`config.mk`:
```
export PLATFORM = sky130hd
export DESIGN_NAME = mem_arbiter_flat
export DESIGN_NICKNAME = d
export VERILOG_FILES = /design/src/rtl/mem_arbiter_pkg.sv /design/src/rtl/mem_arbiter_if.sv /design/src/rtl/mem_arbiter.sv /design/src/flat_wrapper.sv
export SDC_FILE = /design/constraint.sdc
export NUM_CORES = 1
export LEC_CHECK = 0
export ABC_CLOCK_PERIOD_IN_PS = 2500
export CORE_MARGIN = 1.5
export CORE_UTILIZATION = 30
export CTS_CLUSTER_DIAMETER = 30
export CTS_CLUSTER_SIZE = 10
export DETAILED_ROUTE_END_ITERATION = 6
export GPL_ROUTABILITY_DRIVEN = 1
export PLACE_DENSITY_LB_ADDON = 0.08
export SYNTH_ARGS = -nofsm -noshare
export SYNTH_HDL_FRONTEND = slang
export SYNTH_SLANG_ARGS = --single-unit
```
`constraint.sdc`:
```
create_clock -name clk -period 2.5 [get_ports clk]
set_input_delay 0.5 -clock clk [delete_from_list [all_inputs] [get_ports clk]]
set_output_delay 0.5 -clock clk [all_outputs]
set_load 0.01 [all_outputs]
```
`src/rtl/mem_arbiter_pkg.sv`:
```
// Shared definitions for the IF/LS memory arbiter: FSM and owner encodings
// plus default bus widths.
package mem_arbiter_pkg;

    localparam int unsigned DEF_ADDR_W = 32;
    localparam int unsigned DEF_DATA_W = 32;
    localparam int unsigned BE_W       = 4;
    localparam int unsigned STREAK_W   = 4;

    typedef enum logic [1:0] {
        ST_IDLE = 2'd0,
        ST_ADDR = 2'd1,
        ST_RESP = 2'd2
    } state_e;

    typedef enum logic {
        OWN_IF = 1'b0,
        OWN_LS = 1'b1
    } owner_e;

endpackage

```
`src/rtl/mem_arbiter_if.sv`:
```
// Port bundle of the arbiter: fetch port, load/store port, ctrl handshake
// and the single memory port. slave = arbiter view, master = surrounding core.
interface mem_arbiter_if
    import mem_arbiter_pkg::*;
#(
    parameter int unsigned ADDR_W = DEF_ADDR_W,
    parameter int unsigned DATA_W = DEF_DATA_W
);

    logic              if_req_i;
    logic [ADDR_W-1:0] if_addr_i;
    logic              if_gnt_o;
    logic              if_rvalid_o;
    logic [DATA_W-1:0] if_rdata_o;

    logic              ls_req_i;
    logic              ls_we_i;
    logic [BE_W-1:0]   ls_be_i;
    logic [ADDR_W-1:0] ls_addr_i;
    logic [DATA_W-1:0] ls_wdata_i;
    logic              ls_gnt_o;
    logic              ls_rvalid_o;
    logic [DATA_W-1:0] ls_rdata_o;

    logic              flush_i;
    logic              hold_o;

    logic              mem_req_o;
    logic              mem_we_o;
    logic [BE_W-1:0]   mem_be_o;
    logic [ADDR_W-1:0] mem_addr_o;
    logic [DATA_W-1:0] mem_wdata_o;
    logic              mem_gnt_i;
    logic              mem_rvalid_i;
    logic [DATA_W-1:0] mem_rdata_i;

    modport slave (
        input  if_req_i, if_addr_i,
        output if_gnt_o, if_rvalid_o, if_rdata_o,
        input  ls_req_i, ls_we_i, ls_be_i, ls_addr_i, ls_wdata_i,
        output ls_gnt_o, ls_rvalid_o, ls_rdata_o,
        input  flush_i,
        output hold_o,
        output mem_req_o, mem_we_o, mem_be_o, mem_addr_o, mem_wdata_o,
        input  mem_gnt_i, mem_rvalid_i, mem_rdata_i
    );

    modport master (
        output if_req_i, if_addr_i,
        input  if_gnt_o, if_rvalid_o, if_rdata_o,
        output ls_req_i, ls_we_i, ls_be_i, ls_addr_i, ls_wdata_i,
        input  ls_gnt_o, ls_rvalid_o, ls_rdata_o,
        output flush_i,
        input  hold_o,
        input  mem_req_o, mem_we_o, mem_be_o, mem_addr_o, mem_wdata_o,
        output mem_gnt_i, mem_rvalid_i, mem_rdata_i
    );

endinterface

```
`src/rtl/mem_arbiter.sv`:
```
// Single-port memory arbiter between instruction fetch and load/store.
// One transaction at a time; LS has priority, bounded by an IF starvation guard.
module mem_arbiter
    import mem_arbiter_pkg::*;
#(
    parameter int unsigned ADDR_W        = DEF_ADDR_W,
    parameter int unsigned DATA_W        = DEF_DATA_W,
    parameter int unsigned MAX_LS_STREAK = 4
) (
    input  logic          clk,
    input  logic          rst,
    mem_arbiter_if.slave  bus
);

    typedef struct packed {
        logic              we;
        logic [BE_W-1:0]   be;
        logic [ADDR_W-1:0] addr;
        logic [DATA_W-1:0] wdata;
    } cmd_t;

    localparam logic [STREAK_W-1:0] STREAK_MAX = STREAK_W'(MAX_LS_STREAK);

    state_e              state_q, state_d;
    owner_e              owner_q, owner_d;
    logic                drop_q, drop_d;
    logic [STREAK_W-1:0] streak_q, streak_d;
    cmd_t                cmd_q, cmd_d;
    logic                mem_req_q, mem_req_d;
    logic                if_rvalid_q, if_rvalid_d;
    logic [DATA_W-1:0]   if_rdata_q, if_rdata_d;
    logic                ls_rvalid_q, ls_rvalid_d;
    logic [DATA_W-1:0]   ls_rdata_q, ls_rdata_d;

    logic if_elig, if_win, ls_win;

    // IDLE arbitration: LS first unless IF has been passed over MAX_LS_STREAK times
    always_comb begin
        if_elig = bus.if_req_i & ~bus.flush_i;
        ls_win  = (state_q == ST_IDLE) & ~rst & bus.ls_req_i
                & ~(if_elig & (streak_q == STREAK_MAX));
        if_win  = (state_q == ST_IDLE) & ~rst & if_elig & ~ls_win;
    end

    always_comb begin
        state_d     = state_q;
        owner_d     = owner_q;
        drop_d      = drop_q;
        streak_d    = streak_q;
        cmd_d       = cmd_q;
        mem_req_d   = mem_req_q;
        if_rvalid_d = 1'b0;
        if_rdata_d  = if_rdata_q;
        ls_rvalid_d = 1'b0;
        ls_rdata_d  = ls_rdata_q;

        case (state_q)
            ST_IDLE: begin
                drop_d = 1'b0;
                if (!bus.if_req_i) streak_d = '0;
                if (ls_win) begin
                    owner_d   = OWN_LS;
                    state_d   = ST_ADDR;
                    mem_req_d = 1'b1;
                    cmd_d     = '{we: bus.ls_we_i, be: bus.ls_be_i,
                                  addr: bus.ls_addr_i, wdata: bus.ls_wdata_i};
                    if (if_elig && streak_q != STREAK_MAX) streak_d = streak_q + STREAK_W'(1);
                end else if (if_win) begin
                    owner_d   = OWN_IF;
                    state_d   = ST_ADDR;
                    mem_req_d = 1'b1;
                    cmd_d     = '{we: 1'b0, be: '1, addr: bus.if_addr_i, wdata: '0};
                    streak_d  = '0;
                end
            end
            ST_ADDR: begin
                if (bus.flush_i && owner_q == OWN_IF) drop_d = 1'b1;
                if (bus.mem_gnt_i) begin
                    mem_req_d = 1'b0;
                    state_d   = ST_RESP;
                end
            end
            ST_RESP: begin
                if (bus.flush_i && owner_q == OWN_IF) drop_d = 1'b1;
                if (bus.mem_rvalid_i) begin
                    state_d = ST_IDLE;
                    if (owner_q == OWN_LS) begin
                        ls_rvalid_d = 1'b1;
                        ls_rdata_d  = bus.mem_rdata_i;
                    end else begin
                        // a flush landing together with the response also kills it
                        if_rvalid_d = ~(drop_q | bus.flush_i);
                        if_rdata_d  = bus.mem_rdata_i;
                    end
                end
            end
            default: state_d = ST_IDLE;
        endcase
    end

    always_ff @(posedge clk) begin
        if (rst) begin
            state_q     <= ST_IDLE;
            owner_q     <= OWN_IF;
            drop_q      <= 1'b0;
            streak_q    <= '0;
            cmd_q       <= '0;
            mem_req_q   <= 1'b0;
            if_rvalid_q <= 1'b0;
            if_rdata_q  <= '0;
            ls_rvalid_q <= 1'b0;
            ls_rdata_q  <= '0;
        end else begin
            state_q     <= state_d;
            owner_q     <= owner_d;
            drop_q      <= drop_d;
            streak_q    <= streak_d;
            cmd_q       <= cmd_d;
            mem_req_q   <= mem_req_d;
            if_rvalid_q <= if_rvalid_d;
            if_rdata_q  <= if_rdata_d;
            ls_rvalid_q <= ls_rvalid_d;
            ls_rdata_q  <= ls_rdata_d;
        end
    end

    assign bus.if_gnt_o    = if_win;
    assign bus.ls_gnt_o    = ls_win;
    assign bus.hold_o      = bus.ls_req_i | (owner_q == OWN_LS && state_q != ST_IDLE);
    assign bus.if_rvalid_o = if_rvalid_q;
    assign bus.if_rdata_o  = if_rdata_q;
    assign bus.ls_rvalid_o = ls_rvalid_q;
    assign bus.ls_rdata_o  = ls_rdata_q;
    assign bus.mem_req_o   = mem_req_q;
    assign bus.mem_we_o    = cmd_q.we;
    assign bus.mem_be_o    = cmd_q.be;
    assign bus.mem_addr_o  = cmd_q.addr;
    assign bus.mem_wdata_o = cmd_q.wdata;

    // A response is only legal while a transaction is waiting for it
    a_rvalid_in_resp: assert property (@(posedge clk) disable iff (rst)
        bus.mem_rvalid_i |-> state_q == ST_RESP)
        else $error("mem_rvalid_i outside RESP state");

endmodule

```
`src/flat_wrapper.sv`:
```
// flat-port wrapper written by rule: the top's interface ports become plain ports
module mem_arbiter_flat import mem_arbiter_pkg::*;
#(
    parameter int unsigned ADDR_W        = DEF_ADDR_W,
    parameter int unsigned DATA_W        = DEF_DATA_W,
    parameter int unsigned MAX_LS_STREAK = 4
)
  (clk, rst, bus_if_req_i, bus_if_addr_i, bus_if_gnt_o, bus_if_rvalid_o, bus_if_rdata_o, bus_ls_req_i, bus_ls_we_i, bus_ls_be_i, bus_ls_addr_i, bus_ls_wdata_i, bus_ls_gnt_o, bus_ls_rvalid_o, bus_ls_rdata_o, bus_flush_i, bus_hold_o, bus_mem_req_o, bus_mem_we_o, bus_mem_be_o, bus_mem_addr_o, bus_mem_wdata_o, bus_mem_gnt_i, bus_mem_rvalid_i, bus_mem_rdata_i);
  mem_arbiter_if #(.ADDR_W(ADDR_W), .DATA_W(DATA_W)) bus_i ();
  input  logic clk;
  input  logic rst;
  input wire logic [$bits(bus_i.if_req_i)-1:0] bus_if_req_i;
  input wire logic [$bits(bus_i.if_addr_i)-1:0] bus_if_addr_i;
  output wire logic [$bits(bus_i.if_gnt_o)-1:0] bus_if_gnt_o;
  output wire logic [$bits(bus_i.if_rvalid_o)-1:0] bus_if_rvalid_o;
  output wire logic [$bits(bus_i.if_rdata_o)-1:0] bus_if_rdata_o;
  input wire logic [$bits(bus_i.ls_req_i)-1:0] bus_ls_req_i;
  input wire logic [$bits(bus_i.ls_we_i)-1:0] bus_ls_we_i;
  input wire logic [$bits(bus_i.ls_be_i)-1:0] bus_ls_be_i;
  input wire logic [$bits(bus_i.ls_addr_i)-1:0] bus_ls_addr_i;
  input wire logic [$bits(bus_i.ls_wdata_i)-1:0] bus_ls_wdata_i;
  output wire logic [$bits(bus_i.ls_gnt_o)-1:0] bus_ls_gnt_o;
  output wire logic [$bits(bus_i.ls_rvalid_o)-1:0] bus_ls_rvalid_o;
  output wire logic [$bits(bus_i.ls_rdata_o)-1:0] bus_ls_rdata_o;
  input wire logic [$bits(bus_i.flush_i)-1:0] bus_flush_i;
  output wire logic [$bits(bus_i.hold_o)-1:0] bus_hold_o;
  output wire logic [$bits(bus_i.mem_req_o)-1:0] bus_mem_req_o;
  output wire logic [$bits(bus_i.mem_we_o)-1:0] bus_mem_we_o;
  output wire logic [$bits(bus_i.mem_be_o)-1:0] bus_mem_be_o;
  output wire logic [$bits(bus_i.mem_addr_o)-1:0] bus_mem_addr_o;
  output wire logic [$bits(bus_i.mem_wdata_o)-1:0] bus_mem_wdata_o;
  input wire logic [$bits(bus_i.mem_gnt_i)-1:0] bus_mem_gnt_i;
  input wire logic [$bits(bus_i.mem_rvalid_i)-1:0] bus_mem_rvalid_i;
  input wire logic [$bits(bus_i.mem_rdata_i)-1:0] bus_mem_rdata_i;
  assign bus_i.if_req_i = bus_if_req_i;
  assign bus_i.if_addr_i = bus_if_addr_i;
  assign bus_if_gnt_o = bus_i.if_gnt_o;
  assign bus_if_rvalid_o = bus_i.if_rvalid_o;
  assign bus_if_rdata_o = bus_i.if_rdata_o;
  assign bus_i.ls_req_i = bus_ls_req_i;
  assign bus_i.ls_we_i = bus_ls_we_i;
  assign bus_i.ls_be_i = bus_ls_be_i;
  assign bus_i.ls_addr_i = bus_ls_addr_i;
  assign bus_i.ls_wdata_i = bus_ls_wdata_i;
  assign bus_ls_gnt_o = bus_i.ls_gnt_o;
  assign bus_ls_rvalid_o = bus_i.ls_rvalid_o;
  assign bus_ls_rdata_o = bus_i.ls_rdata_o;
  assign bus_i.flush_i = bus_flush_i;
  assign bus_hold_o = bus_i.hold_o;
  assign bus_mem_req_o = bus_i.mem_req_o;
  assign bus_mem_we_o = bus_i.mem_we_o;
  assign bus_mem_be_o = bus_i.mem_be_o;
  assign bus_mem_addr_o = bus_i.mem_addr_o;
  assign bus_mem_wdata_o = bus_i.mem_wdata_o;
  assign bus_i.mem_gnt_i = bus_mem_gnt_i;
  assign bus_i.mem_rvalid_i = bus_mem_rvalid_i;
  assign bus_i.mem_rdata_i = bus_mem_rdata_i;
  mem_arbiter #(.ADDR_W(ADDR_W), .DATA_W(DATA_W), .MAX_LS_STREAK(MAX_LS_STREAK)) u_core (.clk(clk), .rst(rst), .bus(bus_i));
endmodule
```
-- After elaboration in Yosys (flattened, before gate mapping)
Cells that the tools add are included.
- reductions and logical operators: 17
- divide/modulo/power cells: 0
- equality and inequality tests: 8
- add/subtract/negate cells: 1
- multipliers: 0
- magnitude comparators: 0
- shift operators: 0
- multiplexer cells: 20
- bitwise logic cells: 17
- operator list (kind ; number):
    $mux W69 ; 2
    $mux W4 ; 4
    $reduce_and A3 Y1 ; 4
    $mux W2 ; 4
    $not A1 Y1 ; 8
    $reduce_bool A2 Y1 ; 4
    $and A1 B1 Y1 ; 7
    $mux W1 ; 7
    $pmux W2 S3 ; 1
    $add A4 B1 Y4 const B ; 1
    $eq A4 B3 Y1 const B ; 1
    $ne A2 B2 Y1 const B ; 2
    $ne A4 B3 Y1 const B ; 1
    $pmux W1 S2 ; 2
    $reduce_and A2 Y1 ; 2
    $reduce_or A4 Y1 ; 1
    $logic_and A1 B1 Y1 ; 3
    $ne A3 B3 Y1 const B ; 1
    $reduce_or A3 Y1 ; 1
    $eq A2 B1 Y1 const B ; 1
    $eq A2 B2 Y1 const B ; 1
    $logic_not A2 Y1 ; 1
    $ne A2 B1 Y1 const B ; 1
    $or A1 B1 Y1 ; 2
    $reduce_or A2 Y1 ; 1
- register bits: 144
- bits in read-only memories: 0
- bits in writable memories: 0
- output and inout port bits: 139
- memories: 0
- latch bits: 0

-- Depth between registers and ports, before layout
- depth after elaboration: 10
- depth in mapped cells: 8

-- Worst setup path before layout
OpenSTA, ideal clock, no wires.
- path kind: register to output
- start: register u_core.state_q[0]
- end: output port bus_if_gnt_o
- path buffers: 3
- arrival time: 1436 ps
- data required time: 2000 ps
- slack: 564 ps
- cell stages (with the launch flop): 8
- path through: dfxtp_1 -> inv_1 -> ha_1 -> buf_2 -> and4bb_1 -> buf_6 -> buf_12 -> a21boi_1
- word-level cells in the longest chain between the ends: 6
- RTL lines (item ; RTL line ; RTL):
    from (decl) ; mem_arbiter.sv:24 ; state_e state_q, state_d;
    from (signal assigned) ; mem_arbiter.sv:114 ; state_q <= state_d;
    $logic_not A2 Y1 * ; mem_arbiter.sv:40, mem_arbiter.sv:42 ;
    $and A1 B1 Y1 * ; mem_arbiter.sv:40, mem_arbiter.sv:42 ;
    $and A1 B1 Y1 ; mem_arbiter.sv:40 ; ls_win = (state_q == ST_IDLE) & ~rst & bus.ls_req_i
    $and A1 B1 Y1 ; mem_arbiter.sv:41 ; & ~(if_elig & (streak_q == STREAK_MAX));
    $not A1 Y1 ; mem_arbiter.sv:42 ; if_win = (state_q == ST_IDLE) & ~rst & if_elig & ~ls_win;
    $and A1 B1 Y1 * ; mem_arbiter.sv:42 ;
    to (decl) ; flat_wrapper.sv:14 ; output wire logic [$bits(bus_i.if_gnt_o)-1:0] bus_if_gnt_o;
Mark *: on every way between the ends. The rest lies on a longest branch, timed or not.

-- Worst setup path in the final report
- start: register u_core.streak_q[0]
- end: output port bus_ls_gnt_o
- word-level cells in the longest chain between the ends: 4
- RTL lines (item ; RTL line ; RTL):
    from (decl) ; mem_arbiter.sv:27 ; logic [STREAK_W-1:0] streak_q, streak_d;
    from (signal assigned) ; mem_arbiter.sv:117 ; streak_q <= streak_d;
    $eq A4 B3 Y1 ; mem_arbiter.sv:41 ;
    $and A1 B1 Y1 ; mem_arbiter.sv:41 ;
    $not A1 Y1 ; mem_arbiter.sv:41 ;
    $and A1 B1 Y1 ; mem_arbiter.sv:41 ;
    to (decl) ; flat_wrapper.sv:22 ; output wire logic [$bits(bus_i.ls_gnt_o)-1:0] bus_ls_gnt_o;
No other way between the ends.

==> results.json <==
{
  "dr_total_vias": 5395,
  "clk_latency_ns": 0.42,
  "cts_tree": "built",
  "gp_congestion": 0.768,
  "period_share_pct": 95.9,
  "fin_skew_ns": 0.00721,
  "io_buffer_count": 278,
  "finalSetupViolCount": 0,
  "crit_type": "reg2out",
  "final_common_cell": "clkdlybuf4s50_1",
  "hold_viol": 0,
  "grtUsageTotal_pct": 18.0,
  "crit_chain": "inv_1, ha_1, and3b_1, a211oi_4, clkdlybuf4s15_1",
  "ys_ff_latch": 144,
  "startpoint_type": "flop",
  "max_cap_violations": 0,
  "area_growth_pct": 62.3,
  "path_max_fanout": 4,
  "p_per_area_nw_per_um2": 847,
  "avgViaCountPerCell": 4.89,
  "fp.dieH_um": 142,
  "multi_input_area_um2": 2570,
  "crit_buf_inv": 2,
  "nets": 1003,
  "drv_slew": 0,
  "ys_seq_area_share_pct": 50.0,
  "h-tree-depth": 4,
  "ir_worst_vdd_uv": 629,
  "syn_nets": 742,
  "crit_required_ns": 2.00,
  "initial_utilization_pct": 30.7,
  "grt_pass1_vias": 5438,
  "wl_per_cell_um": 16.6,
  "yosysWarnings": 0,
  "cp_slowest_cell": "dfxtp_1",
  "crit_family": "buffers and inverters",
  "syn_area_um2": 5760,
  "drc": 0,
  "core_area_um2": 18800,
  "hold_path.class": "reg2reg",
  "fp-row-count": 50,
  "cts_made_buffers": 17,
  "grt_pass1_wl_um": 28400,
  "seqCellArea_um2": 2880,
  "rsz0062_at_grt": "false",
  "root_buffer": "clkbuf_16",
  "gr-total-overflow": 0,
  "worstPathArrival_ns": 1.90,
  "dr.first_iter.drc_count": 164,
  "postCtsHoldBufs": 0,
  "die_w_um": 142,
  "final_antenna_net_count": 0,
  "clock.fmax_mhz": 417,
  "clockBufferDepth": 2,
  "avgSynthCellArea_um2": 9.67,
  "clk_pin_slew_ns": 0.06,
  "drive_above_1_share_pct": 10.0,
  "antenna-diode-count": 0,
  "cpPeakStageDelay_ns": 0.37,
  "synth_cells": 596,
  "wl_um": 18300,
  "power.total_mw": 7.92,
  "worstMarginPinSlew_ns": 0.768,
  "clock-sinks": 144,
  "grt_max_degree": 106,
  "slew_headroom_pct": 48.7,
  "fin_util_pct": 49.8,
  "endpoint_kind": "primary output",
  "p_leak_nw": 3.25,
  "num-fill-cells": 1763,
  "detailed_place_hpwl_um": 12300,
  "antenna_found_initial": 0,
  "first_pass_iters": 4,
  "run_status": "finished, final reports clean",
  "yosysUniqueCellTypes": 42,
  "dieArea_um2": 20000,
  "ioPinCount": 279,
  "final_cell_mix": "clkdlybuf4s50_1, dfxtp_1, nand2_1, a21oi_1, mux2i_1",
  "fin_crit_ns": 2.40
}
-- power breakdown --
part	switching (mW)	internal, mW
registers	0.176	2.63
logic	1.11	1.24
clock network	0.996	1.77
total	2.28	5.64
-- logic make-up (layout without fill, tap and decap cells) --
family	after synthesis	after routing	synth area share, %
AND/OR/NAND/NOR	195	195	14.2
AO/OA/AOI/OAI	155	155	22.9
adder cells (fa/ha/maj)	6	6	1.30
flip-flops	144	144	50.0
multiplexers	35	35	6.08
buffers and inverters	61	334	5.50
-- registers in the layout (all words and copies together), names as in the netlist --
name and flops:
u_core.bus.if_rvalid_o 1, u_core.bus.if_rdata_o 32, u_core.state_q 2, u_core.bus.ls_rvalid_o 1, u_core.bus.ls_rdata_o 32, u_core.bus.mem_we_o 1, u_core.bus.mem_addr_o 32, u_core.bus.mem_wdata_o 32
u_core.drop_q 1, u_core.owner_q 1, u_core.bus.mem_be_o 4, u_core.streak_q 4, u_core.bus.mem_req_o 1
-- final timing paths --
path	start	to	slack (ns)	cells past startpoint
worst max-delay path	u_core.streak_q[0]	bus_ls_gnt_o	0.10	5
worst min-delay path	u_core.drop_q	u_core.bus.if_rvalid_o	0.42	1
worst max register to register	u_core.state_q[0]	u_core.bus.mem_addr_o[14]	0.50	6
worst min register to register	u_core.drop_q	u_core.bus.if_rvalid_o	0.42	1
-- timing repair --
item,4_1_cts,5_1_grt
resized for setup,4,1
buffers inserted,0,0
endpoints found under the setup margin,3,1
cloned,0,0
-- through the flow --
stage | instances | cell area (um^2) | worst slack, ns | hold WS [ns] | TNS [ns]
global placement | 1072 | 8710 | -0.116 | 0.409 | -0.217
finish | 1103 | 9350 | 0.102 | 0.416 | 0
global route | 1103 | 9350 | 0.00221 | 0.435 | 0
detailed placement | 1072 | 8710 | -0.0893 | 0.409 | -0.166
CTS | 1103 | 9350 | 0.0301 | 0.420 | 0
floorplan | 596 | 5760 | 0.564 | 0.393 | 0
-- per-layer routing --
metal	wire, um	part of all wire (%)	global-route usage (%)
met4	235	1.3	4.99
met3	1420	7.8	7.05
met1	7690	42	20.2
met2	8930	49	31.7
met5	0	0	0
-- cell usage after synthesis, drive strengths merged --
cell type,instances,share of area [%]
nor4,1,0.11
and3,1,0.11
nor3,1,0.087
nand4,2,0.22
o221a,4,0.78
nand2,138,9.0
a21oi,69,6.0
clkbuf,31,2.0
ha,6,1.3
inv,8,0.52
nor2b,3,0.33
o21ai,6,0.65
a21bo,1,0.17
o41ai,1,0.15
o211ai,3,0.39
nand3,2,0.17
or4b,1,0.17
and4bb,1,0.22
and3b,3,0.46
nand4b,1,0.15
and4b,1,0.17
mux2i,35,6.1
nand2b,2,0.22
a221oi,33,8.2
a21boi,1,0.13
nand3b,3,0.39
and2,1,0.11
a211oi,1,0.35
buf,22,3.0
dfxtp,144,50
o21a,2,0.26
a21o,1,0.13
nor2,34,2.2
a32o,33,5.7
-- area by class of cell --
| class | instances | area share, % |
|---|---|---|
| timing repair buffer | 295 | 31.3 |
| clock inverter | 13 | 2.26 |
| inverter | 8 | 0.321 |
| tap | 234 | 3.13 |
| clock buffer | 18 | 4.59 |
| multi-input combinational | 391 | 27.5 |
| sequential | 144 | 30.8 |
(Power assumes the default switching activity.)
